### config.mk
export PLATFORM = sky130hd
export DESIGN_NAME = muldiv_sequencer
export DESIGN_NICKNAME = d
export VERILOG_FILES = /design/src/rtl/muldiv_sequencer.sv
export SDC_FILE = /design/constraint.sdc
export NUM_CORES = 1
export LEC_CHECK = 0
export ABC_AREA = 1
export CORE_MARGIN = 5
export CORE_UTILIZATION = 30
export DETAILED_ROUTE_END_ITERATION = 8
export SLEW_MARGIN = 20
export SYNTH_ARGS = -nofsm -noshare
export SYNTH_HDL_FRONTEND = slang
export SYNTH_SLANG_ARGS = --single-unit
### constraint.sdc
create_clock -name clk -period 7.2 [get_ports clk]
set_clock_uncertainty 0.2 [all_clocks]
set_input_delay 0.72 -clock clk [delete_from_list [all_inputs] [get_ports clk]]
set_output_delay 0.72 -clock clk [all_outputs]
set_load 0.01 [all_outputs]
### src/rtl/muldiv_sequencer.sv
// muldiv_sequencer: iterative RV32M multiply/divide engine for the EX stage.
// Multiplies by shift-add and divides by restoring division, one bit per cycle,
// on operand magnitudes. The result's sign is fixed on the final edge.
//
// Handshake: an M instruction is offered by holding startE high in EX. It is
// accepted on the rising edge where the FSM is in IDLE, startE=1 and flushE=0.
// stallMD holds the pipeline from that acceptance cycle until the last
// iteration. doneMD then pulses for one cycle, with resultMD valid and stallMD
// low, so the instruction advances on that edge. flushE abandons a running
// operation without a doneMD pulse.
module muldiv_sequencer #(
    parameter int DATA_WIDTH = 32
) (
    input  logic                  clk,
    input  logic                  rst,
    input  logic                  startE,
    input  logic [2:0]            funct3E,
    input  logic [DATA_WIDTH-1:0] srcAE,
    input  logic [DATA_WIDTH-1:0] srcBE,
    input  logic                  flushE,
    output logic                  stallMD,
    output logic                  doneMD,
    output logic [DATA_WIDTH-1:0] resultMD,
    output logic [1:0]            dbg_state
);

    localparam int W = DATA_WIDTH;

    typedef enum logic [1:0] {
        S_IDLE = 2'd0,
        S_MUL  = 2'd1,
        S_DIV  = 2'd2,
        S_DONE = 2'd3
    } state_t;

    state_t         state;
    logic [4:0]     count;
    logic [2:0]     op;
    logic [W-1:0]   b_mag;
    logic           neg_res;   // product / quotient must be negated
    logic           neg_rem;   // remainder takes the sign of A
    // MUL: {acc_hi, acc_lo} is the product accumulator (acc_hi[W] stays 0).
    // DIV: acc_hi is the remainder R, acc_lo is the quotient register Q.
    logic [W:0]     acc_hi;
    logic [W-1:0]   acc_lo;

    // Operand decode at acceptance time
    logic           a_signed;
    logic           b_signed;
    logic           a_neg;
    logic           b_neg;
    logic [W-1:0]   a_mag_in;
    logic [W-1:0]   b_mag_in;
    logic           div_zero;
    logic           div_ovf;
    logic [W-1:0]   special_res;

    // Per-iteration datapath
    logic [W:0]     mul_sum;
    logic [W:0]     mul_hi_next;
    logic [W-1:0]   mul_lo_next;
    logic [W:0]     r_sh;
    logic [W:0]     r_next;
    logic [W-1:0]   q_next;

    // Result selection on the final iteration
    logic [2*W-1:0] product;
    logic [2*W-1:0] product_fix;
    logic [W-1:0]   quot_fix;
    logic [W-1:0]   rem_fix;
    logic [W-1:0]   final_res;

    // Signedness, magnitudes and the no-iteration divide cases for the offered op
    always_comb begin
        a_signed    = (funct3E == 3'b001) || (funct3E == 3'b010) ||
                      (funct3E == 3'b100) || (funct3E == 3'b110);
        b_signed    = (funct3E == 3'b001) || (funct3E == 3'b100) ||
                      (funct3E == 3'b110);
        a_neg       = a_signed && srcAE[W-1];
        b_neg       = b_signed && srcBE[W-1];
        a_mag_in    = a_neg ? (~srcAE + 1'b1) : srcAE;
        b_mag_in    = b_neg ? (~srcBE + 1'b1) : srcBE;
        div_zero    = funct3E[2] && (srcBE == '0);
        div_ovf     = funct3E[2] && !funct3E[0] &&
                      (srcAE == {1'b1, {(W-1){1'b0}}}) && (srcBE == '1);
        special_res = '0;
        if (div_zero) begin
            special_res = funct3E[1] ? srcAE : '1;
        end else if (div_ovf) begin
            special_res = funct3E[1] ? '0 : {1'b1, {(W-1){1'b0}}};
        end
    end

    // One shift-add step and one restoring-divide step from the current registers
    always_comb begin
        mul_sum     = acc_hi + (acc_lo[0] ? {1'b0, b_mag} : '0);
        mul_hi_next = {1'b0, mul_sum[W:1]};
        mul_lo_next = {mul_sum[0], acc_lo[W-1:1]};
        r_sh        = {acc_hi[W-1:0], acc_lo[W-1]};
        q_next      = {acc_lo[W-2:0], 1'b0};
        r_next      = r_sh;
        if (r_sh >= {1'b0, b_mag}) begin
            r_next    = r_sh - {1'b0, b_mag};
            q_next[0] = 1'b1;
        end
    end

    // Sign-fixed result as it will stand after the last iteration
    always_comb begin
        product     = {mul_hi_next[W-1:0], mul_lo_next};
        product_fix = neg_res ? (~product + 1'b1) : product;
        quot_fix    = neg_res ? (~q_next + 1'b1) : q_next;
        rem_fix     = neg_rem ? (~r_next[W-1:0] + 1'b1) : r_next[W-1:0];
        if (op[2]) begin
            final_res = op[1] ? rem_fix : quot_fix;
        end else begin
            final_res = (op[1:0] == 2'b00) ? product_fix[W-1:0] : product_fix[2*W-1:W];
        end
    end

    // Sequencing FSM with its datapath registers and registered outputs
    always_ff @(posedge clk) begin
        if (rst) begin
            state    <= S_IDLE;
            count    <= '0;
            op       <= '0;
            b_mag    <= '0;
            neg_res  <= 1'b0;
            neg_rem  <= 1'b0;
            acc_hi   <= '0;
            acc_lo   <= '0;
            doneMD   <= 1'b0;
            resultMD <= '0;
        end else begin
            case (state)
                S_IDLE: begin
                    doneMD <= 1'b0;
                    if (startE && !flushE) begin
                        op      <= funct3E;
                        b_mag   <= b_mag_in;
                        neg_res <= a_neg ^ b_neg;
                        neg_rem <= a_neg;
                        count   <= '0;
                        acc_hi  <= '0;
                        acc_lo  <= a_mag_in;
                        if (!funct3E[2]) begin
                            state <= S_MUL;
                        end else if (div_zero || div_ovf) begin
                            resultMD <= special_res;
                            doneMD   <= 1'b1;
                            state    <= S_DONE;
                        end else begin
                            state <= S_DIV;
                        end
                    end
                end
                S_MUL, S_DIV: begin
                    if (flushE) begin
                        state <= S_IDLE;
                    end else begin
                        if (state == S_MUL) begin
                            acc_hi <= mul_hi_next;
                            acc_lo <= mul_lo_next;
                        end else begin
                            acc_hi <= r_next;
                            acc_lo <= q_next;
                        end
                        count <= count + 5'd1;
                        if (count == 5'd31) begin
                            resultMD <= final_res;
                            doneMD   <= 1'b1;
                            state    <= S_DONE;
                        end
                    end
                end
                S_DONE: begin
                    doneMD <= 1'b0;
                    state  <= S_IDLE;
                end
                default: begin
                    doneMD <= 1'b0;
                    state  <= S_IDLE;
                end
            endcase
        end
    end

    assign stallMD   = ((state == S_IDLE) && startE && !flushE) ||
                       (state == S_MUL) || (state == S_DIV);
    assign dbg_state = state;

endmodule

==> flow_metrics.env, run 1 <==
export IMPL_dieArea_um2=64880
export IMPL_pwr_share_seq_pct=13.2
export IMPL_setup_viol=0
export IMPL_postCtsHoldBufs=0
export IMPL_met2_usage_pct=35.99
export IMPL_hold_class="flop to flop"
export IMPL_maxSlewViolCount=0
export IMPL_grt_first_pass_wirelength_um=116500
export IMPL_wl_per_cell_um=18.75
export IMPL_path_buf_inv=6
export IMPL_final_nets=3470
export IMPL_vdd_ir_drop_max_mv=0.4332
export IMPL_cts_reportedPaths_clkPinSlew_ns=0.07
export IMPL_fmax_mhz=206.2
export IMPL_period_share_pct=67.36
export IMPL_synth_area_um2=17970
export IMPL_ys_seq_area_share_pct=15.82
export IMPL_r2r_start="b_mag[10]$_SDFFE_PP0P_"
export IMPL_portBuffers=106
export IMPL_hold_path_startpoint="count[0]$_SDFFE_PP0P_"
export IMPL_synth_seq_cells=142
export IMPL_netlist_instances=3298
export IMPL_cts_resized=0
export IMPL_async_flop_share_pct=0
export IMPL_vias_per_cell=5.327
export IMPL_switchingPower_uw=5826
export IMPL_clockRootBuffer="clkbuf_16"
export IMPL_status="complete, no violations"
export IMPL_endpoint_kind="flop"
export IMPL_postSynthAreaPerCell_um2=5.448
export IMPL_grt_max_degree=93
export IMPL_worst_ep_arrival_time_ns=5.06
export IMPL_r2r_cells=22
export IMPL_power_share_clock_pct=9.8
export IMPL_p_int_uw=3693
export IMPL_postCtsSetupRepairBufs=0
export IMPL_drive_gt1_share_pct=4.709
export IMPL_numCtsBuffers=17
export IMPL_ys_flop_type="dfxtp_1"
export IMPL_cap_violations=0
export IMPL_coreArea_um2=59130
export IMPL_initial_core_util_pct=30.39
export IMPL_synth_fp_nets=3447
export IMPL_path_cells="clkdlybuf4s50_1 -> inv_1 -> ha_1 -> inv_1 -> nor3_1 -> nand3_1 -> nor3_2 -> nand3_1 -> nor4b_1 -> nand4_1 -> nand2_1 -> o21ai_1 -> inv_1 -> nand2_1 -> buf_4 -> inv_1 -> o21ai_0 -> a21oi_2"
export IMPL_cts_sinks=142
export IMPL_crit_type="input pin to flop"
export IMPL_row_count=89
export IMPL_n_fill_cell=6739
export IMPL_rrSetupSlack_ns=2.38
export IMPL_worst_path_dominant_cell_family="simple AND/OR/NAND/NOR gates"
export IMPL_holdWs_ns=0.2961
export IMPL_die_w_um=254.7
export IMPL_relSlewSlack_pct=31.28
export IMPL_cp_start_kind="input pin"
export IMPL_tightest_slew_ns=1.028
export IMPL_drcViolationCount=0
export IMPL_syn_to_final_growth_pct=12.65
export IMPL_grt_overflow_total=0
export IMPL_powerDensity_nw_per_um2=470.3
export IMPL_use_met3_pct=3.814
export IMPL_combPwrFrac_pct=77.0
export IMPL_crit_fanout=33
export IMPL_p_leak_uw=0.009993
export IMPL_p_sw_share_pct=61.20
export IMPL_hold_depth=2
export IMPL_io_pins=107
export IMPL_dieHeight_um=254.7
export IMPL_r2r_end="resultMD[31]$_SDFFE_PP0P_"
export IMPL_antenna_found_initial=1
export IMPL_crit_top_cell="inv_1"
export IMPL_track_usage_pct=22.97
export IMPL_stdcell_area_um2=20240
export IMPL_synth_edf_count=0
export IMPL_gp_congestion=1.009
export IMPL_min_period_ns=4.850
export IMPL_drt_iter0_drc=2537
export IMPL_fin_tns_setup_ns=0
export IMPL_place_ws_ns=1.936
export IMPL_yosys_warnings=0
export IMPL_critPathMaxStageDelay_ns=0.75
export IMPL_rsz0062_at_grt="false"
export IMPL_clock_latency_ns=0.48
export IMPL_synth_cell_types=59
export IMPL_hold_violations=0
export IMPL_hold_path_end="count[0]$_SDFFE_PP0P_"
export IMPL_first_pass_iters=6
export IMPL_cts_tree="built"
export IMPL_met1_usage_pct=32.08
export IMPL_place_inst=4075
export IMPL_setup_slack_ns=2.350
export IMPL_fin_cells=4107
export IMPL_place_area_um2=19650
export IMPL_crit_required_ns=7.41
export IMPL_detail_route_antenna_nets=0
export IMPL_diodes=0
export IMPL_grt_busiest_layer="met2"
export IMPL_worst_path_max_delay_cell="inv_1"
export IMPL_cts_buffer_depth=2
export IMPL_vias=21880
export IMPL_wl_um=76990
export IMPL_grt_pass1_vias=19200
export IMPL_dp_hpwl_um=61210
export IMPL_h_tree_depth=4
==> synth_stat cells (3+ instances only) <==
cell,number,area share (%)
nand2_1,892,19
inv_1,500,10
nor2_1,317,6.6
a21oi_1,268,7.5
o21ai_0,254,7.1
nand3_1,252,7.0
dfxtp_1,142,16
clkbuf_1,96,2.0
ha_1,76,5.3
xor2_1,67,3.3
nor3_1,55,1.5
a31oi_1,51,1.8
nand4_1,50,1.7
nand2_2,30,1.0
nand3b_1,19,0.79
nor2_2,19,0.66
o211ai_1,18,0.75
o221ai_1,14,0.68
a221oi_1,13,0.63
buf_1,13,0.27
nor4_1,12,0.42
buf_2,9,0.25
inv_2,9,0.19
o21ai_1,9,0.25
xnor2_1,9,0.44
nor2_4,7,0.44
buf_6,6,0.38
clkinv_1,6,0.13
nand3_2,6,0.33
o21bai_1,6,0.25
or2_2,6,0.21
a21o_1,5,0.21
a21oi_2,5,0.24
a22oi_1,5,0.21
o22ai_1,5,0.17
o31ai_1,5,0.21
and2_1,4,0.14
o21ai_2,4,0.19
o2111ai_1,3,0.15
o41ai_1,3,0.15
==> flip-flops by register name, indices dropped and copies added, names as in the netlist <==
register	cells
resultMD	32
neg_res	1
dbg_state	2
acc_hi	33
b_mag	32
op	3
doneMD	1
neg_rem	1
count	5
acc_lo	32
==> metal layers <==
metal / up-vias / part of all wire (%)
li1: 10800 / -
met1: 9957 / 44
met2: 979 / 44
met3: 145 / 8.3
met4: 0 / 3.7
met5: - / 0
==> layout make-up <==
type / count / area [µm²] / area share [%]
well taps: 773 / 967.2 / 4.779
repair buffers: 131 / 1244 / 6.145
flip-flops and latches: 142 / 2844 / 14.05
clock inverters: 14 / 146.4 / 0.7233
multi-input cells: 2514 / 12660 / 62.57
inverters: 515 / 1934 / 9.557
clock buffers: 18 / 439.2 / 2.170
==> metrics by stage <==
step / util, % / power [µW]
after floorplan: - / 6392
after global placement: 33.24 / 8404
after detailed placement: 33.24 / 8409
after CTS: 34.23 / 9375
after global routing: 34.23 / 10370
final: 34.23 / 9518
==> tightest hold or removal path: cells and delay by family (launching register included) <==
kind	cells	cell delay, ns
DFF	1	0.32
buffers and inverters	1	0.06
AOI/OAI and AO/OA	1	0.06
==> worst max-delay path by stage <==
stage	start	end	slack [ns]	cells past startpoint
2_1_floorplan	acc_lo[0]$_SDFFE_PP0P_	resultMD[28]$_SDFFE_PP0P_	3.91	26
3_3_place_gp	srcAE[0]	resultMD[29]$_SDFFE_PP0P_	2.07	18
3_5_place_dp	srcAE[0]	resultMD[29]$_SDFFE_PP0P_	1.94	18
4_1_cts	srcAE[0]	resultMD[29]$_SDFFE_PP0P_	2.44	18
5_1_grt	srcAE[0]	resultMD[23]$_SDFFE_PP0P_	2.02	18
6_report	srcAE[0]	resultMD[29]$_SDFFE_PP0P_	2.35	18
==> placed cells by master (no fill, tap or decap), drive strengths merged, types with 6 or more instances in the layout <==
cell type	n
nand2	924
inv	517
nor2	343
a21oi	273
o21ai	269
nand3	258
dfxtp	142
clkdlybuf4s50	105
ha	76
xor2	67
nor3	57
a31oi	51
nand4	50
buf	26
nand3b	19
o211ai	18
clkbuf	18
o221ai	14
a221oi	13
nor4	12
xnor2	9
or2	8
clkinv	7
o21bai	6
==> cells by family (layout without fill, tap and decap cells) <==
group           after synthesis  count (layout)  synth area share (%)
xor+xnor                     76              76                 3.705
fa+ha+maj                    78              78                 5.515
simple gates               1679            1679                 40.06
buf+inv                     642             678                 13.79
flops                       142             142                 15.82
compound gates              680             680                 21.05
mux                           1               1               0.05571
==> power groups by stage <==
stage / Combinational, µW / Clock, µW / Sequential (µW)
finish: 7330 / 933 / 1260
global route: 8120 / 971 / 1280
CTS: 7180 / 946 / 1250
detailed placement: 7150 / 0 / 1260
global placement: 7140 / 0 / 1270
floorplan: 5200 / 0 / 1190
Note: power is estimated with default switching activity, not from simulation.
==> run 2: changes to the inputs <==
Clock period 7.2 ns to 4.95 ns, I/O delays scaled along.
==> run 2 against run 1 <==
Core utilization up 0.18 points. Final cell count up 0.44%. Via count up 1.7%. Worst hold slack worse by 0.017 ns. Clock power up 43%. Flip-flop and latch count unchanged. Non-clock buffer count up 18.
==> flow_metrics.env, run 2 (same netlist as run 1, synthesis figures left out) <==
export IMPL_status="complete, no violations"
export IMPL_grt_first_pass_wirelength_um=121600
export IMPL_cts_resized=0
export IMPL_switchingPower_uw=8716
export IMPL_syn_to_final_growth_pct=13.25
export IMPL_max_flop_register="acc_hi"
export IMPL_dieArea_um2=64880
export IMPL_vias_per_cell=5.396
export IMPL_worst_path_dominant_cell_family="simple AND/OR/NAND/NOR gates"
export IMPL_track_usage_pct=24.05
export IMPL_clockRootBuffer="clkbuf_16"
export IMPL_postCtsHoldBufs=0
export IMPL_crit_required_ns=5.12
export IMPL_grt_overflow_total=0
export IMPL_endpoint_kind="flop"
export IMPL_vdd_ir_drop_max_mv=0.6773
export IMPL_cts_sinks=142
export IMPL_io_pins=107
export IMPL_period_share_pct=89.58
export IMPL_worst_ep_arrival_time_ns=4.60
export IMPL_first_pass_iters=8
export IMPL_dp_hpwl_um=64210
export IMPL_fmax_mhz=225.5
export IMPL_cts_buffer_depth=2
export IMPL_die_w_um=254.7
export IMPL_critPathMaxStageDelay_ns=0.45
export IMPL_path_buf_inv=2
export IMPL_row_count=89
export IMPL_postCtsSetupRepairBufs=0
export IMPL_hold_class="flop to flop"
export IMPL_portBuffers=106
export IMPL_setup_viol=0
export IMPL_detail_route_antenna_nets=0
export IMPL_drt_iter0_drc=2693
export IMPL_seq_area_um2=2844
export IMPL_final_nets=3488
export IMPL_path_cells="inv_1 -> ha_1 -> nand2_1 -> nor2_1 -> nand2_1 -> nor2_1 -> nand2_4 -> nand2_4 -> nand2_1 -> nand2_2 -> ha_1 -> nand3_2 -> nor2_4 -> nand3b_1 -> nand2_2 -> a21oi_1 -> o21ai_0 -> buf_4 -> nand3_1 -> nand2_1 -> a21oi_1"
export IMPL_power_share_clock_pct=9.4
export IMPL_multi_input_area_um2=12660
export IMPL_combPwrFrac_pct=77.5
export IMPL_cts_reportedPaths_clkPinSlew_ns=0.07
export IMPL_hold_violations=0
export IMPL_fin_cells=4125
export IMPL_maxSlewViolCount=0
export IMPL_numCtsBuffers=17
export IMPL_dieHeight_um=254.7
export IMPL_gp_congestion=1.035
export IMPL_place_ws_ns=0.3935
export IMPL_crit_type="flop to flop"
export IMPL_final_cell_mix="nand2_1, inv_1, nor2_1"
export IMPL_crit_top_cell="nand2_1"
export IMPL_vias=22260
export IMPL_cap_violations=0
export IMPL_n_fill_cell=6680
export IMPL_worst_path_max_delay_cell="nand2_4"
export IMPL_antenna_found_initial=0
export IMPL_drive_gt1_share_pct=5.161
export IMPL_diodes=0
export IMPL_mostFrequentLayoutCell="nand2_1"
export IMPL_h_tree_depth=4
export IMPL_initial_core_util_pct=30.39
export IMPL_p_int_uw=5424
export IMPL_wl_um=80830
export IMPL_coreArea_um2=59130
export IMPL_min_period_ns=4.434
export IMPL_tightest_slew_ns=1.001
export IMPL_cp_start_kind="flop"
export IMPL_powerDensity_nw_per_um2=695.0
export IMPL_setup_slack_ns=0.5156
export IMPL_clock_latency_ns=0.48
export IMPL_largest_reg_flops=33
export IMPL_grt_pass1_vias=19920
export IMPL_place_inst=4093
export IMPL_cts_tree="built"
export IMPL_p_leak_uw=0.01007
export IMPL_p_sw_share_pct=61.64
export IMPL_rsz0062_at_grt="false"
export IMPL_holdWs_ns=0.2795
export IMPL_pwr_share_seq_pct=13.0
export IMPL_wl_per_cell_um=19.60
export IMPL_grt_max_degree=80
export IMPL_drcViolationCount=0
export IMPL_relSlewSlack_pct=33.17
export IMPL_crit_fanout=42
export IMPL_fin_tns_setup_ns=0
==> run 2: through the flow <==
| step | area, µm² | power, µW | util (%) |
|---|---|---|---|
| 6_report | 20350 | 14140 | 34.41 |
| 5_1_grt | 20350 | 15220 | 34.41 |
| 4_1_cts | 20350 | 13840 | 34.41 |
| 3_5_place_dp | 19790 | 12480 | 33.47 |
| 3_3_place_gp | 19790 | 12520 | 33.47 |
| 2_1_floorplan | 17970 | 9297 | - |
==> run 2: power by group through the flow <==
stage,combinational [µW],clock [µW],sequential [µW]
final,11000,1330,1840
after global placement,10700,0,1850
after floorplan,7570,0,1730
after global routing,12000,1370,1880
after CTS,10700,1330,1830
after detailed placement,10600,0,1850
==> run 2: layout make-up <==
cell class / count / area share [%]
multi-input cells: 2514 / 62.24
flip-flops and latches: 142 / 13.98
inverters: 515 / 9.507
repair buffers: 149 / 6.777
well taps: 773 / 4.753
clock buffers: 20 / 2.195
clock inverters: 12 / 0.5473
==> run 2: path summary, 6_finish.rpt <==
check	from	endpoint	slack, ns	cells after the start
worst max-delay path	b_mag[26]$_SDFFE_PP0P_	resultMD[20]$_SDFFE_PP0P_	0.52	21
worst min-delay path	count[4]$_SDFFE_PP0P_	count[4]$_SDFFE_PP0P_	0.28	2
worst max register to register	b_mag[26]$_SDFFE_PP0P_	resultMD[20]$_SDFFE_PP0P_	0.52	21
worst min register to register	count[4]$_SDFFE_PP0P_	count[4]$_SDFFE_PP0P_	0.28	2
==> run 2: layer usage <==
metal,wire length [µm],up-vias,track usage [%]
met2,35060,1078,36.95
met1,35370,10170,33.64
li1,-,10820,-
met3,6516,186,3.335
met4,3887,0,10.54
met5,0,-,0
==> run 2: tightest hold or removal path: stages, from the launching register on <==
cell,delay [ns]
dfxtp_1,0.31
nand2_1,0.06
a21oi_1,0.06
